File: src/rtl/secuenciador_notas_if.sv
// Bus between the note sequencer and its surroundings (melody/duration ROMs, tone stage, control).
//   play, pause, loop_en : run controls (levels)
//   duracion_nota        : duration table output for direccion_nota (combinational lookup)
//   direccion_nota       : current note address
//   contador_tiempo      : cycles elapsed in the current note
//   sonando              : tone gate, 1 = sound
//   fin                  : one-cycle end-of-melody pulse
// master = control/ROM side, slave = sequencer.
interface secuenciador_notas_if #(
  parameter int unsigned ADDR_W = 5,
  parameter int unsigned DUR_W  = 4
);
  logic              play;
  logic              pause;
  logic              loop_en;
  logic [DUR_W-1:0]  duracion_nota;
  logic [ADDR_W-1:0] direccion_nota;
  logic [23:0]       contador_tiempo;
  logic              sonando;
  logic              fin;

  modport master (
    output play, pause, loop_en, duracion_nota,
    input  direccion_nota, contador_tiempo, sonando, fin
  );

  modport slave (
    input  play, pause, loop_en, duracion_nota,
    output direccion_nota, contador_tiempo, sonando, fin
  );
endinterface

File: src/rtl/secuenciador_notas.sv
// Note sequencer. Steps a note address through the melody ROM, holds each note for
// duracion_nota*TICK_DIV cycles (plus one load cycle) and mutes the last GAP_CYC cycles of every
// note so repeated notes stay distinct.
//   clk  : system clock
//   rst  : synchronous reset, active-high
//   bus  : secuenciador_notas_if.slave (controls and duration in, address/counter/gate/fin out)
// All outputs are registered.
module secuenciador_notas #(
  parameter int unsigned NUM_NOTAS = 32,
  parameter int unsigned ADDR_W    = 5,
  parameter int unsigned DUR_W     = 4,
  parameter int unsigned TICK_DIV  = 750000,
  parameter int unsigned GAP_CYC   = 60000
) (
  input logic                 clk,
  input logic                 rst,
  secuenciador_notas_if.slave bus
);

  localparam logic [23:0]       TickDiv    = 24'(TICK_DIV);
  localparam logic [23:0]       GapCyc     = 24'(GAP_CYC);
  localparam logic [ADDR_W-1:0] UltimaNota = ADDR_W'(NUM_NOTAS - 1);

  typedef enum logic [2:0] {StIdle, StCarga, StNota, StSilencio, StFin} estado_e;

  estado_e           estado_q;
  logic [ADDR_W-1:0] addr_q;
  logic [23:0]       cuenta_q;
  logic [23:0]       largo_q;
  logic              sonando_q;
  logic              fin_q;

  logic [23:0] largo_nuevo;
  logic [23:0] fin_sonido;
  logic [23:0] fin_nota;
  logic        activo;

  always_comb begin
    largo_nuevo = 24'(bus.duracion_nota) * TickDiv;
    fin_sonido  = largo_q - GapCyc - 24'd1;  // last sounding cycle
    fin_nota    = largo_q - 24'd1;           // advance cycle
    activo      = (estado_q == StCarga) || (estado_q == StNota) || (estado_q == StSilencio);
  end

  always_ff @(posedge clk) begin
    if (rst) begin
      estado_q  <= StIdle;
      addr_q    <= '0;
      cuenta_q  <= '0;
      largo_q   <= '0;
      sonando_q <= 1'b0;
      fin_q     <= 1'b0;
    end else if (estado_q != StIdle && !bus.play) begin
      // Stop and rewind wins over pause.
      estado_q  <= StIdle;
      addr_q    <= '0;
      cuenta_q  <= '0;
      largo_q   <= '0;
      sonando_q <= 1'b0;
      fin_q     <= 1'b0;
    end else if (bus.pause && activo) begin
      sonando_q <= 1'b0;
      fin_q     <= 1'b0;
    end else begin
      fin_q <= 1'b0;
      unique case (estado_q)
        StIdle: begin
          addr_q    <= '0;
          cuenta_q  <= '0;
          sonando_q <= 1'b0;
          if (bus.play) begin
            estado_q <= StCarga;
          end
        end
        StCarga: begin
          cuenta_q <= '0;
          largo_q  <= largo_nuevo;
          if (bus.duracion_nota == '0) begin
            // End-of-song marker: treated like running past the last note.
            sonando_q <= 1'b0;
            if (bus.loop_en) begin
              addr_q   <= '0;
              estado_q <= StCarga;
            end else begin
              estado_q <= StFin;
              fin_q    <= 1'b1;
            end
          end else begin
            estado_q  <= StNota;
            sonando_q <= 1'b1;
          end
        end
        StNota: begin
          cuenta_q <= cuenta_q + 24'd1;
          if (cuenta_q == fin_sonido) begin
            estado_q  <= StSilencio;
            sonando_q <= 1'b0;
          end else begin
            // Also restores the gate after a pause release.
            sonando_q <= 1'b1;
          end
        end
        StSilencio: begin
          sonando_q <= 1'b0;
          if (cuenta_q == fin_nota) begin
            cuenta_q <= '0;
            if (addr_q != UltimaNota) begin
              addr_q   <= addr_q + ADDR_W'(1);
              estado_q <= StCarga;
            end else if (bus.loop_en) begin
              addr_q   <= '0;
              estado_q <= StCarga;
            end else begin
              estado_q <= StFin;
              fin_q    <= 1'b1;
            end
          end else begin
            cuenta_q <= cuenta_q + 24'd1;
          end
        end
        StFin: begin
          // Address held at the last note until play drops.
          sonando_q <= 1'b0;
        end
        default: begin
          estado_q <= StIdle;
        end
      endcase
    end
  end

  assign bus.direccion_nota  = addr_q;
  assign bus.contador_tiempo = cuenta_q;
  assign bus.sonando         = sonando_q;
  assign bus.fin             = fin_q;

endmodule

File: src/flat_wrapper.sv
// flat-port wrapper written by rule: the top's interface ports become plain ports
module secuenciador_notas_flat 
#(
  parameter int unsigned NUM_NOTAS = 32,
  parameter int unsigned ADDR_W    = 5,
  parameter int unsigned DUR_W     = 4,
  parameter int unsigned TICK_DIV  = 750000,
  parameter int unsigned GAP_CYC   = 60000
)
  (clk, rst, bus_play, bus_pause, bus_loop_en, bus_duracion_nota, bus_direccion_nota, bus_contador_tiempo, bus_sonando, bus_fin);
  secuenciador_notas_if #(.ADDR_W(ADDR_W), .DUR_W(DUR_W)) bus_i ();
  input logic clk;
  input logic rst;
  input wire logic [$bits(bus_i.play)-1:0] bus_play;
  input wire logic [$bits(bus_i.pause)-1:0] bus_pause;
  input wire logic [$bits(bus_i.loop_en)-1:0] bus_loop_en;
  input wire logic [$bits(bus_i.duracion_nota)-1:0] bus_duracion_nota;
  output wire logic [$bits(bus_i.direccion_nota)-1:0] bus_direccion_nota;
  output wire logic [$bits(bus_i.contador_tiempo)-1:0] bus_contador_tiempo;
  output wire logic [$bits(bus_i.sonando)-1:0] bus_sonando;
  output wire logic [$bits(bus_i.fin)-1:0] bus_fin;
  assign bus_i.play = bus_play;
  assign bus_i.pause = bus_pause;
  assign bus_i.loop_en = bus_loop_en;
  assign bus_i.duracion_nota = bus_duracion_nota;
  assign bus_direccion_nota = bus_i.direccion_nota;
  assign bus_contador_tiempo = bus_i.contador_tiempo;
  assign bus_sonando = bus_i.sonando;
  assign bus_fin = bus_i.fin;
  secuenciador_notas #(.NUM_NOTAS(NUM_NOTAS), .ADDR_W(ADDR_W), .DUR_W(DUR_W), .TICK_DIV(TICK_DIV), .GAP_CYC(GAP_CYC)) u_core (.clk(clk), .rst(rst), .bus(bus_i));
endmodule
File: config.mk
export PLATFORM = sky130hd
export DESIGN_NAME = secuenciador_notas_flat
export DESIGN_NICKNAME = d
export VERILOG_FILES = /design/src/rtl/secuenciador_notas_if.sv /design/src/rtl/secuenciador_notas.sv /design/src/flat_wrapper.sv
export SDC_FILE = /design/constraint.sdc
export NUM_CORES = 1
export LEC_CHECK = 0
export ABC_AREA = 1
export CAP_MARGIN = 15
export CELL_PAD_IN_SITES_DETAIL_PLACEMENT = 0
export CELL_PAD_IN_SITES_GLOBAL_PLACEMENT = 2
export CORE_MARGIN = 4
export CORE_UTILIZATION = 33
export CTS_CLUSTER_DIAMETER = 30
export DETAILED_ROUTE_END_ITERATION = 8
export GPL_TIMING_DRIVEN = 0
export HOLD_SLACK_MARGIN = 0.02
export PLACE_DENSITY_LB_ADDON = 0.08
export SETUP_SLACK_MARGIN = 0.4
export SLEW_MARGIN = 20
export SYNTH_ARGS = -nofsm -noshare
export SYNTH_HDL_FRONTEND = slang
export SYNTH_SLANG_ARGS = --single-unit
File: constraint.sdc
create_clock -name clk -period 3.3 [get_ports clk]
set_input_delay 0.33 -clock clk [delete_from_list [all_inputs] [get_ports clk]]
set_output_delay 0.33 -clock clk [all_outputs]
set_load 0.03 [all_outputs]
==> flow_results.org, run 1 <==
** Run status
- The run finished with clean final reports.

** Worst setup path
- The critical path ends at u_core.largo_q[19].
- Of all nets on the critical path, the largest fanout is 5.
- The endpoint identified for the worst register-to-register timing path is u_core.bus.contador_tiempo[12].
- STA classifies the critical path endpoint as a register.
- At the worst endpoint, the required time is 3.55 ns.
- STA classifies the critical path startpoint as a primary input.
- The worst setup path is of the in -> reg kind.
- Across all register-to-register paths, the minimum setup slack is 0.69 ns.
- Startpoint of the worst register-to-register path :: u_core.largo_q[4]
- Cell count of the worst reg-to-reg path :: 14
- Arrival @ worst endpoint :: 2.97 ns
- Worst setup path startpoint :: bus_duracion_nota[1]

** Pwr
- Leakage power total :: 2.820 nW
- IR analysis of the VDD net gives a maximum drop of 0.0002440 V.
- In this run the power density over the cells is 601.4 mW/mm^2.

** STA
- Slew Viols, Final :: 0
- Worst hold-check slack :: 0.5136 ns
- At the pin with the least slew margin, the transition time is 0.6702 ns.
- Clock skew on the completed layout was measured at 0.01115 ns.
- Tmin final :: 2.716 ns
- In this run the tightest slew margin relative to its limit is 55.16%.
- After layout, the worst setup slack is 0.5838 ns.
- Setup violations remaining at the end of the flow were counted as 0.
- RSZ-0062 raised after global routing :: no
- Final hold violations :: 0
- Maximum clock frequency :: 368.2 MHz
- Fraction of the cycle the final worst path needs :: 82.31%

** Floorplan
- Floorplan die area :: 0.01815 mm^2
- In this run the core area contains 46 standard-cell rows.
- From bottom edge to top edge, the die measures 134.7 um.
- Initial core utilization :: 33.49%
- The die is 134.7 um wide.
- Placeable core region :: 0.01583 mm^2
- For this design the top-level I/O count stands at 40.

** Cells and area
- In the final design database the tool counted 945 nets.
- Layout Utilization :: 39.26%
- Cells with a size suffix above 1 make up 7.000% of the layout.
- From synthesis to final layout, the design area changed by 17.23%.
- Final design area excluding fillers :: 0.006213 mm^2
- In the layout the commonest cells are sky130_fd_sc_hd__nand2_1, sky130_fd_sc_hd__inv_1, sky130_fd_sc_hd__nor2_1.
- The library cell used most frequently in the layout, excluding fill and tap cells, is sky130_fd_sc_hd__nand2_1.
- Diode insertion count for antenna repair :: 0

** Yosys
- The Yosys step of the flow raised 0 warnings.
- A synthesized cell averages 6.257 um^2.
- By area the synthesized netlist is led by sky130_fd_sc_hd__dfxtp_1, sky130_fd_sc_hd__nand2_1, sky130_fd_sc_hd__inv_1.
- Sequential cells were found to cover 20.40% of the synthesized design area.
- Post-Syn Nets :: 893
- Top cell type's share of synthesized area :: 20.40%
- Synth unique cells :: 41
- Post-Synthesis Cells :: 847
- Of all cell types, the one taking the most synthesized area is sky130_fd_sc_hd__dfxtp_1.
- In this run, synthesis produced a sequential element count of 54.
- The cell area that synthesis handed to floorplanning was 0.005300 mm^2.

** CTS
- Counting the buffers created by CTS gives 5.
- Sinks on Clock Net :: 54
- Clock latency on the worst-skew pair, taken at its later pin, is 0.31 ns.
- CTS built an H-tree with a depth of 2.
- TritonCTS built the clock tree.
- Buffers inserted to repair hold after CTS numbered 0.
- Clock Tree Root :: sky130_fd_sc_hd__clkbuf_16
- The clock passes through at most 2 buffers.
- Clk pin slew, worst setup/hold paths :: 0.08 ns

** Min path
- The path class of the tightest hold or removal check is reg -> reg.

** Placement
- The count of buffers added on input and output ports is 39.
- Detailed Place HPWL :: 14,310 um
- OpenSTA, run right after detailed placement, puts the worst setup slack at -0.5703 ns.
- Cell area after placement :: 0.005961 mm^2
- Gp weighted congestion :: 0.8446

** GRT
- Number of antenna violations at the first check in global routing :: 0
- Entering global routing, the biggest net connects 18 pins.
- The first global-routing pass estimated 27,900 um of wire.
- Total Routing Usage GR :: 19.24%
- Number of global-route vias before repair :: 5,237
- The total overflow left after global routing is 0.

** Drt
- Dividing the detail-routed wire length by the instance count gives 15.53 um.
- The first routing iteration left 332 violations.
- Routed Antenna Nets :: 0
- Dividing the detail-routed via count by the number of cells gives 4.940.
- DRC violations left :: 0
- Summed over all layers, the routed wires come to 17,330 um.
- Via count :: 5,513
- Detailed Routing Iterations Pass 1 :: 5

** Flow run
- The tool flagged a number of max-cap violations equal to 0.
final cells by class:
| cell class | count | area, um^2 |
|---|---|---|
| buffer | 26 | 123.9 |
| clock buffer | 6 | 138.9 |
| clock inverter | 2 | 16.27 |
| fill | 1747 | 9614 |
| inverter | 119 | 446.7 |
| multi-input combinational | 648 | 3715 |
| sequential | 54 | 1081 |
| tap | 216 | 270.3 |
| timing repair buffer | 45 | 421.7 |
timing repair:
| item | in CTS | in global routing |
|---|---|---|
| pin swaps | 6 | 5 |
| setup buffers | 4 | 2 |
| endpoints found under the setup margin | 11 | 18 |
| gates resized for setup | 17 | 15 |
power by group:
group / total, mW / internal [mW] / switching (mW)
Clock: 0.584 / 0.306 / 0.278
Sequential: 0.818 / 0.727 / 0.0908
Combinational: 2.33 / 0.761 / 1.57
worst max-delay path, cell delays in order:
cell and delay (ns):
sky130_fd_sc_hd__clkbuf_2 0.17, sky130_fd_sc_hd__ha_4 0.30, sky130_fd_sc_hd__inv_1 0.04, sky130_fd_sc_hd__fa_1 0.50, sky130_fd_sc_hd__inv_1 0.08, sky130_fd_sc_hd__ha_4 0.24, sky130_fd_sc_hd__nand3_1 0.08, sky130_fd_sc_hd__nand2_1 0.09
sky130_fd_sc_hd__a21oi_2 0.20, sky130_fd_sc_hd__o21ai_2 0.10, sky130_fd_sc_hd__a21oi_2 0.20, sky130_fd_sc_hd__o21bai_2 0.11, sky130_fd_sc_hd__or2_2 0.27, sky130_fd_sc_hd__nand3_1 0.09, sky130_fd_sc_hd__o211ai_1 0.10, sky130_fd_sc_hd__inv_1 0.07
logic make-up (layout without fill, tap and decap cells):
kind of cell | count (synthesis) | count (layout) | synth area share (%)
buffers and inverters | 145 | 198 | 10.76
adder cells (fa/ha/maj) | 37 | 37 | 9.301
AO/OA/AOI/OAI | 133 | 133 | 13.83
AND/OR/NAND/NOR | 414 | 414 | 35.13
XOR/XNOR | 64 | 64 | 10.58
flip-flops | 54 | 54 | 20.40
synth_stat cells, drive strengths merged:
library cell and instances:
o311ai 1, nand2 188, o211ai 4, fa 4
a211oi 4, dfxtp 54, nor3 20, clkinv 1
o21a 3, nor4 2, o221ai 1, xor2 49
nand3b 18, inv 118, xnor2 15, o21ai 35
ha 33, nand3 78, nor2 92, a21o 1
o21bai 2, clkbuf 19, or2 3, nand4 13
o31ai 5, buf 7, a21oi 75, o32ai 2
worst min path at each step:
stage / startpoint / endpoint / slack [ns] / depth (start not counted)
2_1_floorplan: u_core.estado_q[0] / u_core.estado_q[0] / 0.47 / 2
3_3_place_gp: u_core.bus.contador_tiempo[1] / u_core.bus.contador_tiempo[1] / 0.49 / 2
3_5_place_dp: u_core.estado_q[0] / u_core.estado_q[0] / 0.50 / 2
4_1_cts: u_core.estado_q[0] / u_core.estado_q[0] / 0.51 / 2
5_1_grt: u_core.estado_q[0] / u_core.estado_q[0] / 0.53 / 2
6_report: u_core.bus.contador_tiempo[1] / u_core.bus.contador_tiempo[1] / 0.51 / 2
sequential cells by signal (all words and copies together), names as in the netlist:
signal and cells:
u_core.largo_q 20, u_core.bus.contador_tiempo 24, u_core.bus.sonando 1, u_core.bus.direccion_nota 5, u_core.bus.fin 1, u_core.estado_q 3
per-stage QoR:
step           setup TNS (ns)  std cells  total power, mW
6_report                    0       1116            3.737
5_1_grt                     0       1116            4.083
4_1_cts                     0       1114            3.741
3_5_place_dp           -3.247       1102            3.125
3_3_place_gp           -3.482       1102            3.121
2_1_floorplan               0        847            2.509
layer usage:
metal  vias up  part of all wire, %  GRT usage [%]
met4         0                  1.7          4.525
met1      2534                   50          27.17
li1       2869                    -              -
met2        95                   45          31.66
met3        15                  2.9          1.937
met5         -                    0              0
No activity file was read; power rests on OpenSTA's default activity.
==> run 2, diff against run 1 <==
- clock period: 3.3 -> 2.6 ns (I/O delays scaled with it)
==> flow_results.org, run 2 (synthesis gave the netlist of run 1 again) <==
** CTS
- Buffers inserted during clock tree synthesis total 5.
- In this run the number of H-tree levels came out at 2.
- Max clock buf depth :: 2
- TritonCTS built the clock tree.
- The tree built by TritonCTS fans out to 54 sinks.
- In this run the clock root is driven by a sky130_fd_sc_hd__clkbuf_16.
- Clk pin slew, worst setup/hold paths :: 0.07 ns
- Clock insertion delay at the later pin of the skew report :: 0.31 ns

** Floorplan
- The floorplan step set the die width to 134.7 um.
- Number of top-level pins :: 40
- Die Span Y :: 134.7 um
- The die covers 0.01815 mm^2.
- Number of cell rows :: 46
- Placeable core region :: 0.01583 mm^2
- For this configuration, the core starts out at a cell density of 33.49%.

** Worst setup path
- Critical path endpoint category :: register
- Type of origin of the critical path :: primary input
- For the worst setup path, the data required time is 2.85 ns.
- Classification of the worst setup path :: in -> reg
- Arrival @ worst endpoint :: 2.63 ns
- Of all nets on the critical path, the largest fanout is 4.

** GRT
- The number of global-route vias before repair came to 5,599.
- Residual overflow from global routing :: 0
- The first global-routing pass estimated 29,280 um of wire.
- Maximum number of pins on one net before global-route repair :: 17
- Global routing used 20.15% of the available tracks.
- Number of antenna violations at the first check in global routing :: 0

** Drt
- In the routed design, unresolved DRC markers number 0.
- Final Routed Wirelength :: 18,130 um
- Dividing the detail-routed via count by the number of cells gives 5.010.
- Count of routing violations after the opening detailed-route iteration :: 262
- The detail route stage leaves a number of antenna-violating nets equal to 0.
- After detailed routing, the average wire length per cell comes to 15.67 um.
- Detailed Routing Iterations Pass 1 :: 5
- Across all layers, the routed design uses 5,797 vias.

** STA
- Tmin final :: 2.380 ns
- Across the routed clock network, the largest skew measured is 0.01265 ns.
- Dividing the final minimum period by the clock period gives 91.54%.
- Worst Max-Slew Pin Slew :: 1.083 ns
- Final hold violations :: 0
- Setup repair after global routing could not meet its margin everywhere.
- Based on the critical path, the design can be clocked at up to 420.2 MHz.
- Final setup violation count :: 0
- Worst hold-check slack :: 0.3328 ns
- The number of pins exceeding their max-slew limit in the final report came to 0.
- Normalized max-slew margin :: 27.50%

** Cells and area
- The library cell used most frequently in the layout, excluding fill and tap cells, is sky130_fd_sc_hd__nand2_1.
- Non-filler cells in the finished layout :: 1,157
- The register with the most flip-flops in the layout has 24 of them.
- Fillcell total :: 1,623
- Final #Nets :: 986
- Registers take 0.001106 mm^2.
- Commonest non-fill, non-tap cells in the layout :: sky130_fd_sc_hd__nand2_1, sky130_fd_sc_hd__inv_1, sky130_fd_sc_hd__a21oi_1, sky130_fd_sc_hd__nand3_1, sky130_fd_sc_hd__nor2_1
- Relative to the synthesized area, the layout overhead comes to 41.31%.
- Layout Utilization :: 47.32%
- Diode insertion count for antenna repair :: 0
- Of the cells placed in the final design, the portion with a size suffix greater than 1 is 26.57%.
- Footprint of the multi-input gates :: 0.004454 mm^2
- After routing the design area is 0.007490 mm^2.

** Placement
- Detailed placement finished with a half-perimeter wire length of 14,120 um.
- Routability-driven placement finished with a final weighted congestion of 0.8620.
- Port bufs :: 39
- Cell area after placement :: 0.006106 mm^2
- Cell count after placement :: 1,102

** Pwr
- The analysis attributes to cell leakage a power of 3.277 nW.
- Max IR drop VDD :: 0.0003218 V
- Pwr Density :: 784.5 mW/mm^2

** Min path
- Min-delay worst type :: in -> reg

** Flow run
- Max-Cap Viols :: 0

** Run status
- Status :: finished clean
[run 2: what timing repair did]
| action | in CTS | in global routing |
|---|---|---|
| cloned | 2 | 0 |
| setup endpoints to repair | 53 | 53 |
| hold buffers | 0 | 0 |
| pin swaps | 45 | 59 |
| buffers inserted | 30 | 15 |
| gates resized for setup | 130 | 127 |
[run 2: final cells by class]
class	count	area share, %
multi-input cells	648	59.47
flip-flops and latches	54	14.77
repair buffers	86	11.58
inverters	119	6.315
well taps	216	3.608
plain buffers	26	2.038
clock buffers	6	1.721
clock inverters	2	0.5012
[run 2: layer usage]
layer,track usage (%),wire [um],part of all wire (%),vias to the layer above
met4,5.656,265,1.5,0
met5,0,0,0,-
met1,27.19,8487,47,2712
met3,2.124,727,4.0,17
li1,-,-,-,2960
met2,34.19,8651,48,108
[run 2: final timing paths]
| kind | from | end | slack, ns | depth (start not counted) |
|---|---|---|---|---|
| max | bus_duracion_nota[1] | u_core.largo_q[19] | 0.22 | 16 |
| min | bus_duracion_nota[0] | u_core.largo_q[4] | 0.33 | 3 |
| max reg2reg | u_core.largo_q[4] | u_core.bus.contador_tiempo[19] | 0.33 | 14 |
| min reg2reg | u_core.estado_q[0] | u_core.estado_q[0] | 0.51 | 2 |
[run 2: stage by stage]
stage	setup TNS, ns	worst slack, ns	power (mW)
2_1_floorplan	0	0.1246	3.258
3_3_place_gp	-9.734	-0.9356	4.046
3_5_place_dp	-10.09	-0.9449	4.065
4_1_cts	0	0.1522	5.419
5_1_grt	0	0.1045	6.357
6_report	0	0.2200	5.875
[run 2: where the power goes]
group / internal [mW] / leakage (nW) / total (mW) / switching, mW
Clock: 0.456 / 0.0771 / 0.794 / 0.338
Sequential: 0.930 / 0.444 / 1.07 / 0.136
Combinational: 1.55 / 2.76 / 4.01 / 2.46
[run 2: critical path: stages]
cell                       delay [ns]
sky130_fd_sc_hd__buf_12          0.11
sky130_fd_sc_hd__ha_4            0.26
sky130_fd_sc_hd__inv_2           0.03
sky130_fd_sc_hd__fa_1            0.48
sky130_fd_sc_hd__inv_2           0.06
sky130_fd_sc_hd__ha_4            0.23
sky130_fd_sc_hd__nand3_2         0.06
sky130_fd_sc_hd__nand2_2         0.07
sky130_fd_sc_hd__a21oi_4         0.17
sky130_fd_sc_hd__o21ai_2         0.09
sky130_fd_sc_hd__a21oi_2         0.22
sky130_fd_sc_hd__o21bai_2        0.12
sky130_fd_sc_hd__or2_4           0.26
sky130_fd_sc_hd__nand3_2         0.07
sky130_fd_sc_hd__o211ai_1        0.08
sky130_fd_sc_hd__inv_1           0.06
==> run 3, diff against run 2 <==
- SETUP_SLACK_MARGIN: 0.4 -> 0.02
==> flow_results.org, run 3 (synthesis gave the netlist of run 1 again) <==
** Floorplan
- The region available for standard cell placement spans 0.01583 mm^2.
- Initial core utilization :: 33.49%
- The die covers 0.01815 mm^2.
- The initialized floorplan defines 46 standard-cell rows.
- Number of top-level pins :: 40
- The floorplan step set the die height to 134.7 um.
- From left edge to right edge, the die measures 134.7 um.

** Worst setup path
- Top fanout value on the critical path :: 6
- Critical path endpoint category :: register
- The cell family contributing the most delay on the critical path is adder cells.
- Data on the critical path is required at its endpoint by 2.81 ns.
- Cell count of the worst reg-to-reg path :: 15
- The worst setup path is of the in -> reg kind.
- On the worst path, the slowest cell contributes a delay of 0.50 ns.
- Arrival @ worst endpoint :: 2.72 ns
- In this run the critical register-to-register path is captured at u_core.bus.contador_tiempo[10].
- Traced cell by cell, the critical path runs through buf_12 > ha_4 > inv_2 > fa_1 > inv_2 > ha_4 > nand3_2 > nand2_2 > a21oi_4 > o21ai_2 > a21oi_2 > o21bai_2 > nand3_2 > nand2_1 > nand2_1 > nand3_2 > nand2_1 > inv_1.
- The setup check on the worst reg-to-reg path leaves a slack of 0.28 ns.
- Among all stages on the critical path, the largest delay is contributed by sky130_fd_sc_hd__fa_1.
- In this run the critical register-to-register path is launched from u_core.largo_q[7].
- Type of origin of the critical path :: primary input
- Number of buffers and inverters on the critical path :: 4

** GRT
- GRT met1 Usage :: 29.06%
- Number of antenna violations at the first check in global routing :: 0
- Maximum number of pins on one net before global-route repair :: 17
- For this run, the total global-route usage over all layers was measured as 19.38%.
- The first global-routing pass estimated 27,970 um of wire.
- For this run, global-route usage on met2 was measured as 30.32%.
- The global routing stage identified its most utilized layer as met2.
- Residual overflow from global routing :: 0
- The number of global-route vias before repair is 5,061.
- Global routing used 2.124% of the available met3 tracks.

** Placement
- Detailed Place HPWL :: 14,230 um
- Routability-driven placement finished with a final weighted congestion of 0.8947.
- Cell area after placement :: 0.005987 mm^2
- The count of buffers added on input and output ports is 39.
- Counting tap cells, the placed design contains a total of 1,102 instances.

** Cells and area
- Counting the fill cells in the layout gives 1,742.
- Most frequent standard cell in the layout excluding fill and tap cells :: sky130_fd_sc_hd__nand2_1
- The repair_antennas step left the layout with diodes totalling 0.
- The net count of the finished layout is 952.
- The register with the most flip-flops in the layout has 24 of them.
- Layout overhead on the synthesized area :: 23.11%
- Non-filler cells in the finished layout :: 1,123
- The post-route netlist has 12.57% of its cells at a drive strength greater than 1.
- Final design area excluding fillers :: 0.006525 mm^2
- In the layout the commonest cells are sky130_fd_sc_hd__nand2_1, sky130_fd_sc_hd__inv_1, sky130_fd_sc_hd__nor2_1.

** STA
- Setup violations remaining at the end of the flow were counted as 0.
- For the pin with the worst max-slew slack, the measured transition is 0.7215 ns.
- After routing, the total negative slack on setup checks comes to 0 ns.
- Final clock skew :: 0.01575 ns
- In the finished design, the share of the clock period the worst path needs comes to 96.51%.
- Counting I/O delays and the setup requirement, the final critical path takes 2.509 ns.
- Setup repair after global routing could not meet its margin everywhere.
- Slew Viols, Final :: 0
- Derived from the worst setup path, the maximum achievable clock frequency is 398.5 MHz.
- Final hold violations :: 0
- The worst pin sits at a relative slew slack of 51.72%.

** Pwr
- Clk network pwr share :: 16.0%
- Power spread over the standard cell area amounts to 764.7 mW/mm^2.
- Reg power frac :: 20.9%
- VDD sags by at most 0.0003682 V.
- Net Switching :: 2.544 mW
- Switching portion of total power :: 50.98%
- Cell Int Power :: 2.446 mW
- Combinational power share :: 63.1%
- For this design the static power due to leakage is 2.895 nW.

** Min path
- Number of instances on the worst hold path :: 3
- Hold path endpoint :: u_core.largo_q[4]
- The startpoint identified for the worst hold timing path is bus_duracion_nota[0].
- The tightest min-delay check is of the in -> reg type.

** Drt
- The first TritonRoute pass finished after 5 iterations.
- Once detail routing completed, the nets flagged for antenna violations numbered 0.
- Dividing the detail-routed wire length by the instance count gives 15.64 um.
- Routed via count divided by cell count :: 4.930
- The routed design has 17,570 um of wire.
- For this block, the via count after detailed routing is 5,536.
- Count of routing violations after the opening detailed-route iteration :: 328
- In the routed design, unresolved DRC markers number 0.

** CTS
- Clock tree synthesis inserted a total of 5 buffers.
- TritonCTS built the clock tree.
- Clock Tree Root :: sky130_fd_sc_hd__clkbuf_16
- Maximum level of the CTS H-tree :: 2
- Clk pin slew, worst setup/hold paths :: 0.08 ns
- Clock insertion delay at the later pin of the skew report :: 0.31 ns
- The clock passes through at most 2 buffers.
- Sinks on Clock Net :: 54

** Run status
- Status :: finished clean

** Flow run
- Across the run, the number of max-cap violations was 0.
-- run 3: cell count changes in the layout (fill, tap and decap cells not counted), sizes merged --
cell,change
clkinv,+1
clkinvlp,-1
clkbuf,+1
buf,-35
-- run 3: cell type report --
type / count / area, um^2 / area share, %
repair buffers: 52 / 504.2 / 7.728
clock buffers: 6 / 128.9 / 1.975
plain buffers: 26 / 123.9 / 1.898
well taps: 216 / 270.3 / 4.142
clock inverters: 2 / 37.54 / 0.5753
inverters: 119 / 446.7 / 6.846
flip-flops and latches: 54 / 1084 / 16.61
multi-input cells: 648 / 3930 / 60.23
-- run 3: tightest hold or removal path: cells and delay by family --
| family | cells | cell delay [ns] |
|---|---|---|
| AO/OA/AOI/OAI | 1 | 0.08 |
| buffers and inverters | 2 | 0.29 |
-- run 3: stage by stage --
stage | hold WS (ns) | power [mW] | worst slack, ns | util, %
2_1_floorplan | 0.4693 | 3.199 | 0.02317 | -
3_3_place_gp | 0.4911 | 3.991 | -1.025 | 37.83
3_5_place_dp | 0.5021 | 3.994 | -1.067 | 37.83
4_1_cts | 0.5151 | 4.859 | 0.03375 | 39.50
5_1_grt | 0.4204 | 5.474 | -0.03181 | 41.23
6_report | 0.3793 | 4.990 | 0.09078 | 41.23
-- run 3: power groups by stage --
| stage | clock network (mW) | logic (mW) | registers (mW) |
|---|---|---|---|
| after global routing | 0.854 | 3.56 | 1.06 |
| after floorplan | 0 | 2.13 | 1.07 |
| after detailed placement | 0 | 2.94 | 1.06 |
| after global placement | 0 | 2.94 | 1.05 |
| final | 0.799 | 3.15 | 1.04 |
| after CTS | 0.835 | 2.98 | 1.04 |
-- run 3: layer usage --
metal  vias up  routed length (um)
met2        81                7929
li1       2871                   -
met1      2576                9051
met4         0                 118
met3         8                 469
met5         -                   0
-- run 3: worst max-delay path by stage --
stage                                     from                 end  slack, ns  cells after the start
after detailed placement  bus_duracion_nota[2]  u_core.largo_q[22]      -1.07                     18
after global placement    bus_duracion_nota[2]  u_core.largo_q[22]      -1.03                     18
after global routing      bus_duracion_nota[3]  u_core.largo_q[21]      -0.03                     18
after CTS                 bus_duracion_nota[1]  u_core.largo_q[21]       0.03                     17
after floorplan           bus_duracion_nota[2]  u_core.largo_q[19]       0.02                     16
final                     bus_duracion_nota[3]  u_core.largo_q[21]       0.09                     18
-- run 3: timing repair --
| item | CTS | global route |
|---|---|---|
| endpoints found under the hold margin | 0 | 0 |
| pin swaps | 8 | 26 |
| endpoints found under the setup margin | 14 | 45 |
| hold buffers | 0 | 0 |
| buffers inserted | 4 | 9 |
| gates resized for setup | 34 | 56 |
